<file path="config.mk">
export PLATFORM = sky130hd
export DESIGN_NAME = sync_fifo_rd_stream
export DESIGN_NICKNAME = d
export VERILOG_FILES = /design/src/rtl/fifo_pkg.sv /design/src/rtl/sync_fifo_obuf.sv /design/src/rtl/sync_fifo_rd_stream.sv
export SDC_FILE = /design/constraint.sdc
export NUM_CORES = 1
export LEC_CHECK = 0
export ABC_CLOCK_PERIOD_IN_PS = 5100
export BUFFER_PORTS_ARGS = -buffer_cell sky130_fd_sc_hd__buf_2
export CORE_ASPECT_RATIO = 1.4
export CORE_MARGIN = 2
export CORE_UTILIZATION = 60
export DETAILED_ROUTE_END_ITERATION = 10
export PLACE_DENSITY = 0.83
export SKIP_CTS_REPAIR_TIMING = 1
export SLEW_MARGIN = 20
export SYNTH_ARGS = -nofsm -noshare
export SYNTH_HDL_FRONTEND = slang
export SYNTH_SLANG_ARGS = --single-unit
export TNS_END_PERCENT = 10
</file>
<file path="constraint.sdc">
create_clock -name fifo_clk -period 5.1 [get_ports fifo_clk]
set_clock_uncertainty 0.1 [all_clocks]
set_input_delay 0.255 -clock fifo_clk [delete_from_list [all_inputs] [get_ports fifo_clk]]
set_output_delay 0.255 -clock fifo_clk [all_outputs]
set_load 0.05 [all_outputs]
</file>
<file path="src/rtl/fifo_pkg.sv">
// Shared sizing defaults for sync_fifo and its read-side stream adapter.
// Includes a constant log2 helper for pointer widths.
package fifo_pkg;

  localparam int FIFO_WIDTH_DEF = 8;
  localparam int FIFO_PTR_DEF   = 4;
  localparam int FIFO_DEPTH_DEF = 16;
  localparam int OBUF_DEPTH_DEF = 4;

  // Smallest r with (1 << r) >= n.
  function automatic int clog2(input int n);
    int r;
    r = 0;
    for (int i = 0; i < 31; i++) begin
      if ((1 << i) < n) r = i + 1;
    end
    return r;
  endfunction

endpackage

</file>
<file path="src/rtl/sync_fifo_obuf.sv">
// Prefetch ring storage: OBUF_DEPTH x FIFO_WIDTH registers.
// One write port, one asynchronous read port addressed by the head pointer.
module sync_fifo_obuf
  import fifo_pkg::*;
#(
  parameter int FIFO_WIDTH = FIFO_WIDTH_DEF,
  parameter int OBUF_DEPTH = OBUF_DEPTH_DEF,
  parameter int OBUF_PTR   = clog2(OBUF_DEPTH)
) (
  input  logic                  clk,
  input  logic                  rst,
  input  logic                  wr_en,
  input  logic [FIFO_WIDTH-1:0] wr_data,
  input  logic [OBUF_PTR-1:0]   wr_ptr,
  input  logic [OBUF_PTR-1:0]   rd_ptr,
  output logic [FIFO_WIDTH-1:0] rd_data
);

  logic [FIFO_WIDTH-1:0] mem_q [OBUF_DEPTH];
  logic [FIFO_WIDTH-1:0] mem_d [OBUF_DEPTH];

  // Write the captured word into the tail slot.
  always_comb begin
    mem_d = mem_q;
    if (wr_en) mem_d[wr_ptr] = wr_data;
  end

  // Storage registers; cleared so the head reads zero out of reset.
  always_ff @(posedge clk or posedge rst) begin
    if (rst) begin
      for (int i = 0; i < OBUF_DEPTH; i++) mem_q[i] <= '0;
    end else begin
      mem_q <= mem_d;
    end
  end

  assign rd_data = mem_q[rd_ptr];

endmodule

</file>
<file path="src/rtl/sync_fifo_rd_stream.sv">
// Turns the sync_fifo 1-cycle-latency rden/rddata pull port into a
// first-word-fall-through valid/ready stream via a small prefetch ring.
module sync_fifo_rd_stream
  import fifo_pkg::*;
#(
  parameter int FIFO_WIDTH = FIFO_WIDTH_DEF,
  parameter int OBUF_DEPTH = OBUF_DEPTH_DEF,
  parameter int OBUF_PTR   = clog2(OBUF_DEPTH)
) (
  input  logic                  fifo_clk,
  input  logic                  fifo_rst,
  output logic                  fifo_rden,
  input  logic [FIFO_WIDTH-1:0] fifo_rddata,
  input  logic                  fifo_empty,
  input  logic                  flush,
  output logic                  out_valid,
  input  logic                  out_ready,
  output logic [FIFO_WIDTH-1:0] out_data,
  output logic [OBUF_PTR:0]     out_count
);

  localparam int OCC_W = OBUF_PTR + 2;

  logic [OBUF_PTR:0]   cnt_q, cnt_d;
  logic                inflight_q, inflight_d;
  logic [OBUF_PTR-1:0] rd_ptr_q, rd_ptr_d;
  logic [OBUF_PTR-1:0] wr_ptr_q, wr_ptr_d;
  logic [OCC_W-1:0]    occ;
  logic                capture;
  logic                pop;

  // Issue a read only if a slot is free counting the word already in flight;
  // out_ready is deliberately not in this path.
  always_comb begin
    occ       = OCC_W'(cnt_q) + OCC_W'(inflight_q);
    fifo_rden = !fifo_rst && !fifo_empty && !flush &&
                (occ < OCC_W'(OBUF_DEPTH));
  end

  assign out_valid = (cnt_q != '0);
  assign out_count = cnt_q;
  assign capture   = inflight_q && !flush;
  assign pop       = out_valid && out_ready;

  // Occupancy and pointer bookkeeping; flush drops buffered and in-flight words.
  always_comb begin
    inflight_d = fifo_rden;
    cnt_d      = cnt_q;
    rd_ptr_d   = rd_ptr_q;
    wr_ptr_d   = wr_ptr_q;
    if (flush) begin
      inflight_d = 1'b0;
      cnt_d      = '0;
      rd_ptr_d   = '0;
      wr_ptr_d   = '0;
    end else begin
      if (capture) wr_ptr_d = wr_ptr_q + OBUF_PTR'(1);
      if (pop)     rd_ptr_d = rd_ptr_q + OBUF_PTR'(1);
      if (capture && !pop) cnt_d = cnt_q + (OBUF_PTR+1)'(1);
      if (!capture && pop) cnt_d = cnt_q - (OBUF_PTR+1)'(1);
    end
  end

  // State registers.
  always_ff @(posedge fifo_clk or posedge fifo_rst) begin
    if (fifo_rst) begin
      cnt_q      <= '0;
      inflight_q <= 1'b0;
      rd_ptr_q   <= '0;
      wr_ptr_q   <= '0;
    end else begin
      cnt_q      <= cnt_d;
      inflight_q <= inflight_d;
      rd_ptr_q   <= rd_ptr_d;
      wr_ptr_q   <= wr_ptr_d;
    end
  end

  // A capture into a full ring without a pop would lose a word.
  a_no_overflow: assert property (
    @(posedge fifo_clk) disable iff (fifo_rst)
    !(capture && !pop && (cnt_q == (OBUF_PTR+1)'(OBUF_DEPTH)))
  );

  sync_fifo_obuf #(
    .FIFO_WIDTH (FIFO_WIDTH),
    .OBUF_DEPTH (OBUF_DEPTH),
    .OBUF_PTR   (OBUF_PTR)
  ) u_obuf (
    .clk     (fifo_clk),
    .rst     (fifo_rst),
    .wr_en   (capture),
    .wr_data (fifo_rddata),
    .wr_ptr  (wr_ptr_q),
    .rd_ptr  (rd_ptr_q),
    .rd_data (out_data)
  );

endmodule

</file>
==> reports/qor.txt, run 1 <==
Status -> finished, violations left
Failing checks -> negative hold slack
Max Fclk -> 404.5 MHz
Fin. Hold Viols -> 40
Post-synth top cells -> 40 x dfrtp_1, 22 x mux2_2, 10 x mux2_1, 8 x mux4_2, 7 x nor2_1
Final Max Tran Viols -> 0
FF+latch count, synth -> 40
Clk slew on worst S/H paths -> 0.08 ns
Multi-input gate area -> 884.6 sq um
Combinational power share -> 0.402
Data arrival, critical path -> 2.59 ns
Top-area cell type share of the netlist area -> 0.5168
Starting Density -> 0.6262
Ys Warns -> 0
Ant diodes -> 0
RSZ-0062 raised after global routing -> no
Final Cycle Share -> 0.4847
Initial DRC count -> 32
Cells after DPL -> 189
Critical Path Sink Type -> flip-flop
Gate Count Post-Synth -> 129
Syn_area_per_cell -> 15.01 sq um
Vias/cell -> 5.919
Area growth syn-to-layout -> 14.02%
Primary FF master, synth -> dfrtp_1
Cell area after layout -> 0.002208 sq mm
Critical R2R Capture -> out_count[1]
Die footprint -> 0.003705 sq mm
FFs w/ async S/R, synth -> 1.000
Worst Setup Start Kind -> flip-flop
Routed len/inst -> 18.06 um
All-layer global routing usage -> 0.2275
Reg-to-reg slack, setup -> 2.63 ns
PD cells -> 557.7 mW/mm^2
Required @ worst endpoint -> 5.22 ns
Die width -> 52.02 um
Clk_lat worst skew -> 0.29 ns
Net switching power -> 0.0005020 W
Synth cell types -> 29
Share of cells above drive strength 1 -> 0.4557
Internal Power -> 0.0007296 W
Least-Margin Pin Slew -> 0.5795 ns
CTS Buf Count -> 5
IO Pins -> 26
Setup Total Neg Slack -> 0 ns
Tmin final -> 2.472 ns
Post-Syn Area -> 0.001937 sq mm
Count leader, synth -> dfrtp_1
Worst vdd ir -> 0.5999 mV
Detailed-route wire length -> 3557 um
Residual DRC -> 0
Core area -> 0.003093 sq mm
Yosys top cell by area -> dfrtp_1
Die height -> 71.23 um
Sequential element share of the synthesized area -> 0.5168
Congestion Overflow GR -> 0
1st-pass router iterations -> 4
Post-DRT Antenna Nets -> 0
Gp weighted congestion -> 0.7795
CTS tree -> built
IO Port Bufs -> 25
Leakage power -> 1.102 nW
Max transition margin -> 0.6136
First-pass GRT wire length -> 6016 um
Cell Count, Final, Fillers Out -> 197
Worst-path fanout max -> 13
Final nets -> 175
EDFF count, synth -> 0
Post-DP HPWL -> 2457 um
Setup violators final -> 0
Root Driver -> clkbuf_8
Portion of total power attributed to the clock network -> 0.229
Vias -> 1166
Vias in the first global route -> 1294
CTS sink cnt -> 40
HP Class -> in -> async
Sequential power share -> 0.369
Placed cell area -> 0.002082 sq mm
Reg2Reg Depth -> 5
Register area -> 0.001001 sq mm
Fin Hold WS -> -0.01890 ns
Syn nets -> 147
# Max-Cap Violations -> 0
Area contributors post-synth -> dfrtp_1 52%, mux2_2 13%, mux4_2 9.3%
RR Startpoint -> inflight_q
Initial antenna violation count -> 0
Worst-case clock buffer depth -> 2
Largest net degree at the start of global routing -> 41
CP Class -> reg -> reg
Sw frac -> 0.4076
Rows -> 24
CTS H-tree depth -> 2
# fillers -> 223
==> cell type report <==
cell class,count,area share
Timing Repair Buffer,26,0.06006
Multi-Input combinational cell,80,0.4006
Sequential cell,40,0.4533
Inverter,4,0.006799
Tap cell,39,0.02210
Clock inverter,1,0.01360
Clock buffer,7,0.04363
==> per-layer routing <==
layer	track usage	wire [um]	up-vias
met3	0.05833	124	6
met5	0	0	-
li1	-	-	526
met2	0.3882	1995	26
met4	0.1228	71	0
met1	0.2537	1366	608
==> critical path: stages (launching register included) <==
cell     delay [ns]
dfrtp_1        0.63
nor2b_2        0.51
nor2_1         0.12
fa_1           0.54
or3b_1         0.35
a31oi_1        0.16
==> cell usage in the layout (no fill, tap or decap), drive strengths merged, types with 2 or more instances in the layout <==
cell type  synthesis  routed
dfrtp             40      40
mux2              32      32
buf                4      26
mux4               8       8
nor2               7       7
clkbuf             1       7
nand2              5       5
inv                4       4
a31oi              4       4
xnor2              4       4
ha                 4       4
xor2               2       2
==> power by group through the flow <==
stage | clock network (W) | logic, W | registers [W]
after floorplan | 0 | 0.000402 | 0.000454
after global placement | 0 | 0.000484 | 0.000455
after detailed placement | 0 | 0.000499 | 0.000463
after CTS | 0.000286 | 0.000501 | 0.000457
after global routing | 0.000296 | 0.000526 | 0.000469
final | 0.000282 | 0.000495 | 0.000455
==> metrics by stage <==
stage / power, W / setup WS [ns] / hold WS, ns / utilization
2_1_floorplan: 0.0008560 / 2.688 / 0.2867 / -
3_3_place_gp: 0.0009387 / 2.724 / 0.2985 / 0.6731
3_5_place_dp: 0.0009619 / 2.616 / 0.3193 / 0.6731
4_1_cts: 0.001243 / 2.623 / -0.001065 / 0.7140
5_1_grt: 0.001291 / 2.487 / 0.01561 / 0.7140
6_report: 0.001232 / 2.628 / -0.01890 / 0.7140
==> sequential cells by signal (all words and copies together) (netlist names) <==
name / cells
u_obuf.mem_q: 32
out_count: 3
rd_ptr_q: 2
wr_ptr_q: 2
inflight_q: 1
==> worst max path at each step <==
stage	from	end	slack [ns]	cells after the start
after floorplan	out_count[2]	fifo_rden	2.69	2
after global placement	inflight_q	out_count[1]	2.72	5
after detailed placement	inflight_q	out_count[1]	2.62	5
after CTS	inflight_q	out_count[1]	2.62	5
after global routing	inflight_q	out_count[2]	2.49	6
final	inflight_q	out_count[1]	2.63	5
==> logic make-up after synthesis <==
logic type                 after synthesis  synth area share
and+or+nand+nor                         19           0.06848
adders and majority gates                5           0.03618
xor gates and xnor gates                 6           0.02713
muxes                                   41            0.2842
buffers and inverters                    9           0.02648
AOI/OAI and AO/OA                        9           0.04070
DFF                                     40            0.5168
No activity file was read; power rests on OpenSTA's default activity.
==> run 2: changes to the inputs <==
--- a/config.mk
+++ b/config.mk
@@ -5,13 +5,14 @@
 export SDC_FILE = /design/constraint.sdc
 export NUM_CORES = 1
 export LEC_CHECK = 0
-export ABC_CLOCK_PERIOD_IN_PS = 5100
+export ABC_AREA = 1
+export ABC_CLOCK_PERIOD_IN_PS = 2100
 export BUFFER_PORTS_ARGS = -buffer_cell sky130_fd_sc_hd__buf_2
 export CORE_ASPECT_RATIO = 1.4
 export CORE_MARGIN = 2
-export CORE_UTILIZATION = 60
+export CORE_UTILIZATION = 51
 export DETAILED_ROUTE_END_ITERATION = 10
-export PLACE_DENSITY = 0.83
+export PLACE_DENSITY = 0.75
 export SKIP_CTS_REPAIR_TIMING = 1
 export SLEW_MARGIN = 20
 export SYNTH_ARGS = -nofsm -noshare
==> constraint.sdc (replaced) <==
create_clock -name fifo_clk -period 2.1 [get_ports fifo_clk]
set_clock_uncertainty 0.1 [all_clocks]
set_input_delay 0.105 -clock fifo_clk [delete_from_list [all_inputs] [get_ports fifo_clk]]
set_output_delay 0.105 -clock fifo_clk [all_outputs]
set_load 0.05 [all_outputs]
==> run 2 against run 1 <==
The flow now finishes without violations; clock power is 84% higher; count of clock-buffer cells in the layout is 1 lower; via count is 30% higher; critical path depth is 6 higher; power is 47% higher; worst setup slack worse by 2.4 ns; critical path type unchanged; largest power group is now sequential cells; highest routed layer unchanged.
==> reports/qor.txt, run 2 <==
Tmin final -> 1.904 ns
FF+latch count, synth -> 40
CTS Buf Count -> 5
Most common cell after layout, fill and taps aside -> nand2_1
Least-Margin Pin Slew -> 0.5508 ns
Fin. Hold Viols -> 0
Final nets -> 262
CTS H-tree depth -> 2
Synth Area in Adders -> 0.03663
Worst-case clock buffer depth -> 2
Reg-to-reg slack, setup -> 0.20 ns
Largest net degree at the start of global routing -> 41
Critical R2R Capture -> out_count[2]
Primary FF master, synth -> dfrtp_1
Compound-Gate Fraction of Synth Area -> 0.1720
Worst hold start -> fifo_rddata[7]
CP cell instances -> nor2_1 -> nand2_2 -> nand3_4 -> inv_1 -> fa_1 -> xnor2_1 -> inv_1 -> nand2_1 -> nand2_1 -> nand2_1 -> nand2_1
Most used cell, CP -> nand2_1
Die footprint -> 0.004264 sq mm
# Max-Cap Violations -> 0
Starting Density -> 0.5298
Initial DRC count -> 46
RSZ-0062 raised after global routing -> no
HP Class -> in -> reg
CP top delay family -> simple AND/OR/NAND/NOR gates
Congestion Overflow GR -> 0
Reg2Reg Depth -> 11
Max transition margin -> 0.6324
Rows -> 26
IO Pins -> 26
Mux cell area share after synthesis -> 0
Post-DP HPWL -> 2529 um
Root Driver -> clkbuf_8
Slowest cell delay on critical path -> 0.44 ns
Initial antenna violation count -> 0
# fillers -> 330
Required @ worst endpoint -> 2.19 ns
Detailed-route wire length -> 3814 um
Area contributors post-synth -> dfrtp_1 52%, nand2_1 9.6%, o21ai_1 8.4%
Largest family of logic cells by synthesized area -> simple AND/OR/NAND/NOR gates
Max reg flops -> 32
CTS sink cnt -> 40
Ant diodes -> 0
Syn_area_per_cell -> 8.940 sq um
CP max stage cell -> dfrtp_1
Max Fclk -> 525.1 MHz
FFs w/ async S/R, synth -> 1.000
Share of cells above drive strength 1 -> 0.2000
1st-pass router iterations -> 4
Yosys top cell by area -> dfrtp_1
Setup violators final -> 0
Fin Hold WS -> 0.003637 ns
Cell Count, Final, Fillers Out -> 287
Critical path buffers and inverters -> 2
Post-synth top cells -> 49 x nand2_1, 40 x dfrtp_1, 32 x o21ai_1, 20 x nor2_1
Routed len/inst -> 13.29 um
IO Port Bufs -> 25
Xor/xnor share of the synthesized area -> 0.004578
Leakage power -> 1.164 nW
Gate Count Post-Synth -> 214
Synth cell types -> 22
Core area -> 0.003611 sq mm
Worst-path fanout max -> 5
Top-area cell type share of the netlist area -> 0.5232
Clk slew on worst S/H paths -> 0.07 ns
Overall Power -> 0.001814 W
PD cells -> 833.9 mW/mm^2
Hold path depth -> 3
Data arrival, critical path -> 1.99 ns
First-pass GRT wire length -> 6693 um
Most frequent cells in the layout -> 49 x nand2_1, 40 x dfrtp_1, 32 x o21ai_1
Residual DRC -> 0
Vias/cell -> 5.286
Die width -> 55.76 um
Critical Path Sink Type -> flip-flop
Largest register by flop count -> u_obuf.mem_q
Worst hold path endpoint -> u_obuf.mem_q[7]
Post-DRT Antenna Nets -> 0
Final Max Tran Viols -> 0
Worst vdd ir -> 0.5813 mV
Setup Total Neg Slack -> 0 ns
Sequential element share of the synthesized area -> 0.5232
Worst Setup Start Kind -> flip-flop
RR Startpoint -> out_count[2]
All-layer global routing usage -> 0.2004
Area growth syn-to-layout -> 13.73%
Clk_lat worst skew -> 0.29 ns
CTS tree -> built
Final Cycle Share -> 0.9068
Core Util, Final -> 0.6026
Die height -> 76.47 um
Count leader, synth -> nand2_1
Ys Warns -> 0
Post-Syn Area -> 0.001913 sq mm
CP Class -> reg -> reg
Cells after DPL -> 276
Gp weighted congestion -> 0.7386
Vias in the first global route -> 1509
Status -> complete, no violations
Vias -> 1517
Post-synthesis simple-gate area fraction -> 0.1929
EDFF count, synth -> 0
Syn nets -> 232
[run 2: power by group]
part / internal [W] / switching, W
logic: 0.000116 / 0.000310
clock network: 0.000262 / 0.000257
registers: 0.000832 / 0.0000371
[run 2: worst max-delay path by stage]
stage,cells after the start,slack (ns),start,end
5_1_grt,11,0.03,out_count[2],out_count[2]
3_3_place_gp,11,0.31,out_count[2],out_count[2]
6_report,11,0.20,out_count[2],out_count[2]
4_1_cts,11,0.20,out_count[1],out_count[2]
2_1_floorplan,11,-0.1,out_count[1],out_count[2]
3_5_place_dp,11,0.20,out_count[1],out_count[2]
[run 2: worst reg2reg max path, stage by stage (launching register included)]
cell     delay [ns]
dfrtp_1        0.44
nor2_1         0.16
nand2_2        0.10
nand3_4        0.08
inv_1          0.06
fa_1           0.38
xnor2_1        0.20
inv_1          0.06
nand2_1        0.07
nand2_1        0.05
nand2_1        0.05
nand2_1        0.04
[run 2: logic make-up after synthesis]
group	count (synthesis)
fa+ha+maj	5
buf+inv	26
compound gates	62
flops	40
simple gates	80
xor+xnor	1
[run 2: layout make-up]
| class | instances | area (sq um) | share of cell area |
|---|---|---|---|
| Inverter | 19 | 76.32 | 0.03508 |
| Tap cell | 42 | 52.55 | 0.02415 |
| Multi-Input combinational cell | 148 | 783.3 | 0.3600 |
| Clock inverter | 2 | 10.01 | 0.004600 |
| Clock buffer | 6 | 82.58 | 0.03795 |
| Timing Repair Buffer | 30 | 170.2 | 0.07821 |
| Sequential cell | 40 | 1001 | 0.4600 |
[run 2: stage by stage]
step,area (sq um),setup slack (ns)
finish,2176,0.1957
global route,2176,0.03187
floorplan,1919,-0.09868
detailed placement,2053,0.2049
global placement,2053,0.3134
CTS,2146,0.1977
[run 2: layer usage]
metal | GRT usage | up-vias | wire length, um
met4 | 0.09024 | 0 | 76
met2 | 0.3333 | 23 | 1951
met3 | 0.05772 | 8 | 142
met5 | 0 | - | 0
met1 | 0.2378 | 724 | 1645
li1 | - | 762 | -
==> run 3: changes to the inputs <==
--- a/config.mk
+++ b/config.mk
@@ -6,13 +6,14 @@
 export NUM_CORES = 1
 export LEC_CHECK = 0
 export ABC_AREA = 1
-export ABC_CLOCK_PERIOD_IN_PS = 2100
+export ABC_CLOCK_PERIOD_IN_PS = 1910
 export BUFFER_PORTS_ARGS = -buffer_cell sky130_fd_sc_hd__buf_2
+export CAP_MARGIN = 0
 export CORE_ASPECT_RATIO = 1.4
 export CORE_MARGIN = 2
-export CORE_UTILIZATION = 51
+export CORE_UTILIZATION = 56
 export DETAILED_ROUTE_END_ITERATION = 10
-export PLACE_DENSITY = 0.75
+export PLACE_DENSITY = 0.78
 export SKIP_CTS_REPAIR_TIMING = 1
 export SLEW_MARGIN = 20
 export SYNTH_ARGS = -nofsm -noshare
==> constraint.sdc (replaced) <==
create_clock -name fifo_clk -period 1.91 [get_ports fifo_clk]
set_clock_uncertainty 0.1 [all_clocks]
set_input_delay 0.0955 -clock fifo_clk [delete_from_list [all_inputs] [get_ports fifo_clk]]
set_output_delay 0.0955 -clock fifo_clk [all_outputs]
set_load 0.05 [all_outputs]
==> run 3 against run 2 <==
The run now ends with negative hold slack left; flip-flop and latch count unchanged; worst setup slack got worse by 0.11 ns; hold slack worse by 0.011 ns; critical path type is now reg -> out.
==> reports/qor.txt, run 3 (same netlist as run 2, synthesis figures left out) <==
1st-pass router iterations -> 4
Cells after DPL -> 277
Max transition margin -> 0.6615
Overall Power -> 0.002114 W
Final Cycle Share -> 0.9541
Ant diodes -> 0
Failing checks -> negative hold slack
Vias -> 1559
Most common cell after layout, fill and taps aside -> nand2_1
CP Class -> reg -> out
First-pass GRT wire length -> 7065 um
Cell Count, Final, Fillers Out -> 289
Tmin final -> 1.822 ns
Post-DRT Antenna Nets -> 0
Detailed-route wire length -> 4080 um
Final nets -> 266
Initial DRC count -> 54
Leakage power -> 1.186 nW
Slowest cell delay on critical path -> 0.38 ns
RSZ-0062 raised after global routing -> no
Fin. Hold Viols -> 5
CTS tree -> built
Setup violators final -> 0
IO Pins -> 26
Setup Total Neg Slack -> 0 ns
CTS sink cnt -> 40
Most frequent cells in the layout -> 49 x nand2_1, 37 x dfrtp_1, 32 x o21ai_1
PD cells -> 941.6 mW/mm^2
Cell area after layout -> 0.002245 sq mm
Post-DP HPWL -> 2685 um
Vias/cell -> 5.394
Fin Hold WS -> -0.007339 ns
Placed cell area -> 0.002100 sq mm
# Max-Cap Violations -> 0
Routed len/inst -> 14.12 um
HP Class -> in -> reg
Die height -> 73.16 um
Largest register by flop count -> u_obuf.mem_q
Final Max Tran Viols -> 0
Gp weighted congestion -> 0.7392
Core Util, Final -> 0.6770
Area growth syn-to-layout -> 17.33%
Critical Path Sink Type -> output pin
Largest net degree at the start of global routing -> 41
Worst-path fanout max -> 8
Die footprint -> 0.003906 sq mm
Clk slew on worst S/H paths -> 0.07 ns
Share of cells above drive strength 1 -> 0.2369
Worst-case clock buffer depth -> 2
All-layer global routing usage -> 0.2503
Least-Margin Pin Slew -> 0.5078 ns
Die width -> 53.40 um
Residual DRC -> 0
Max Fclk -> 548.8 MHz
Status -> finished, violations left
Vias in the first global route -> 1539
Max reg flops -> 32
Required @ worst endpoint -> 1.71 ns
CP cell instances -> inv_1 -> buf_4 -> o21ai_0 -> o22ai_1 -> buf_2
Worst Setup Start Kind -> flip-flop
Root Driver -> clkbuf_8
Initial antenna violation count -> 0
Rows -> 25
Clk_lat worst skew -> 0.29 ns
Starting Density -> 0.5770
CTS H-tree depth -> 2
Core area -> 0.003316 sq mm
CTS Buf Count -> 5
IO Port Bufs -> 25
CP max stage cell -> dfrtp_1
Data arrival, critical path -> 1.63 ns
Congestion Overflow GR -> 0
Worst vdd ir -> 0.6541 mV
[run 3: changes by cell type in the layout (fill, tap and decap cells not counted), sizes merged]
cell and change:
bufinv +1, clkinv -1, buf +4
[run 3: layout make-up]
cell class / count / area, sq um
clock inverter: 2 / 35.03
timing repair buffer: 34 / 200.2
sequential: 40 / 1005
clock buffer: 6 / 72.57
inverter: 19 / 76.32
multi-input combinational: 148 / 805.8
tap: 40 / 50.05
fill: 305 / 1071
[run 3: worst paths after layout]
kind	start	end	slack, ns	depth (start not counted)
hold reg to reg	u_obuf.mem_q[17]	u_obuf.mem_q[17]	0.39	2
hold / removal	fifo_rddata[7]	u_obuf.mem_q[7]	-0.007	3
min in group asynchronous	fifo_rst	inflight_q	0.42	4
setup / recovery	rd_ptr_q[0]	out_data[3]	0.09	5
max in group asynchronous	fifo_rst	out_count[1]	0.93	4
setup reg to reg	out_count[1]	out_count[2]	0.11	11
[run 3: where the power goes]
| group | total (W) | internal (W) | switching (W) |
|---|---|---|---|
| clock network | 0.000674 | 0.000388 | 0.000287 |
| logic | 0.000481 | 0.000135 | 0.000346 |
| registers | 0.000958 | 0.000916 | 0.0000424 |
| total | 0.00211 | 0.00144 | 0.000675 |
[run 3: through the flow]
step	setup slack, ns	hold slack (ns)
global placement	0.1421	0.1744
floorplan	-0.06413	0.06604
global route	0.01287	0.01750
finish	0.08776	-0.007339
detailed placement	0.08875	0.1773
CTS	0.05408	-0.1350
[run 3: critical path, delay by kind of cell, from the launching register on]
family                 cells  cell delay [ns]
AOI/OAI and AO/OA          2             0.29
buffers and inverters      3             0.66
DFF                        1             0.38
[run 3: layer usage]
layer	track usage	share of wire	up-vias
met2	0.4335	0.53	39
met3	0.04713	0.045	4
met5	0	0	-
met1	0.3057	0.41	742
li1	-	-	774
met4	0.08547	0.016	0
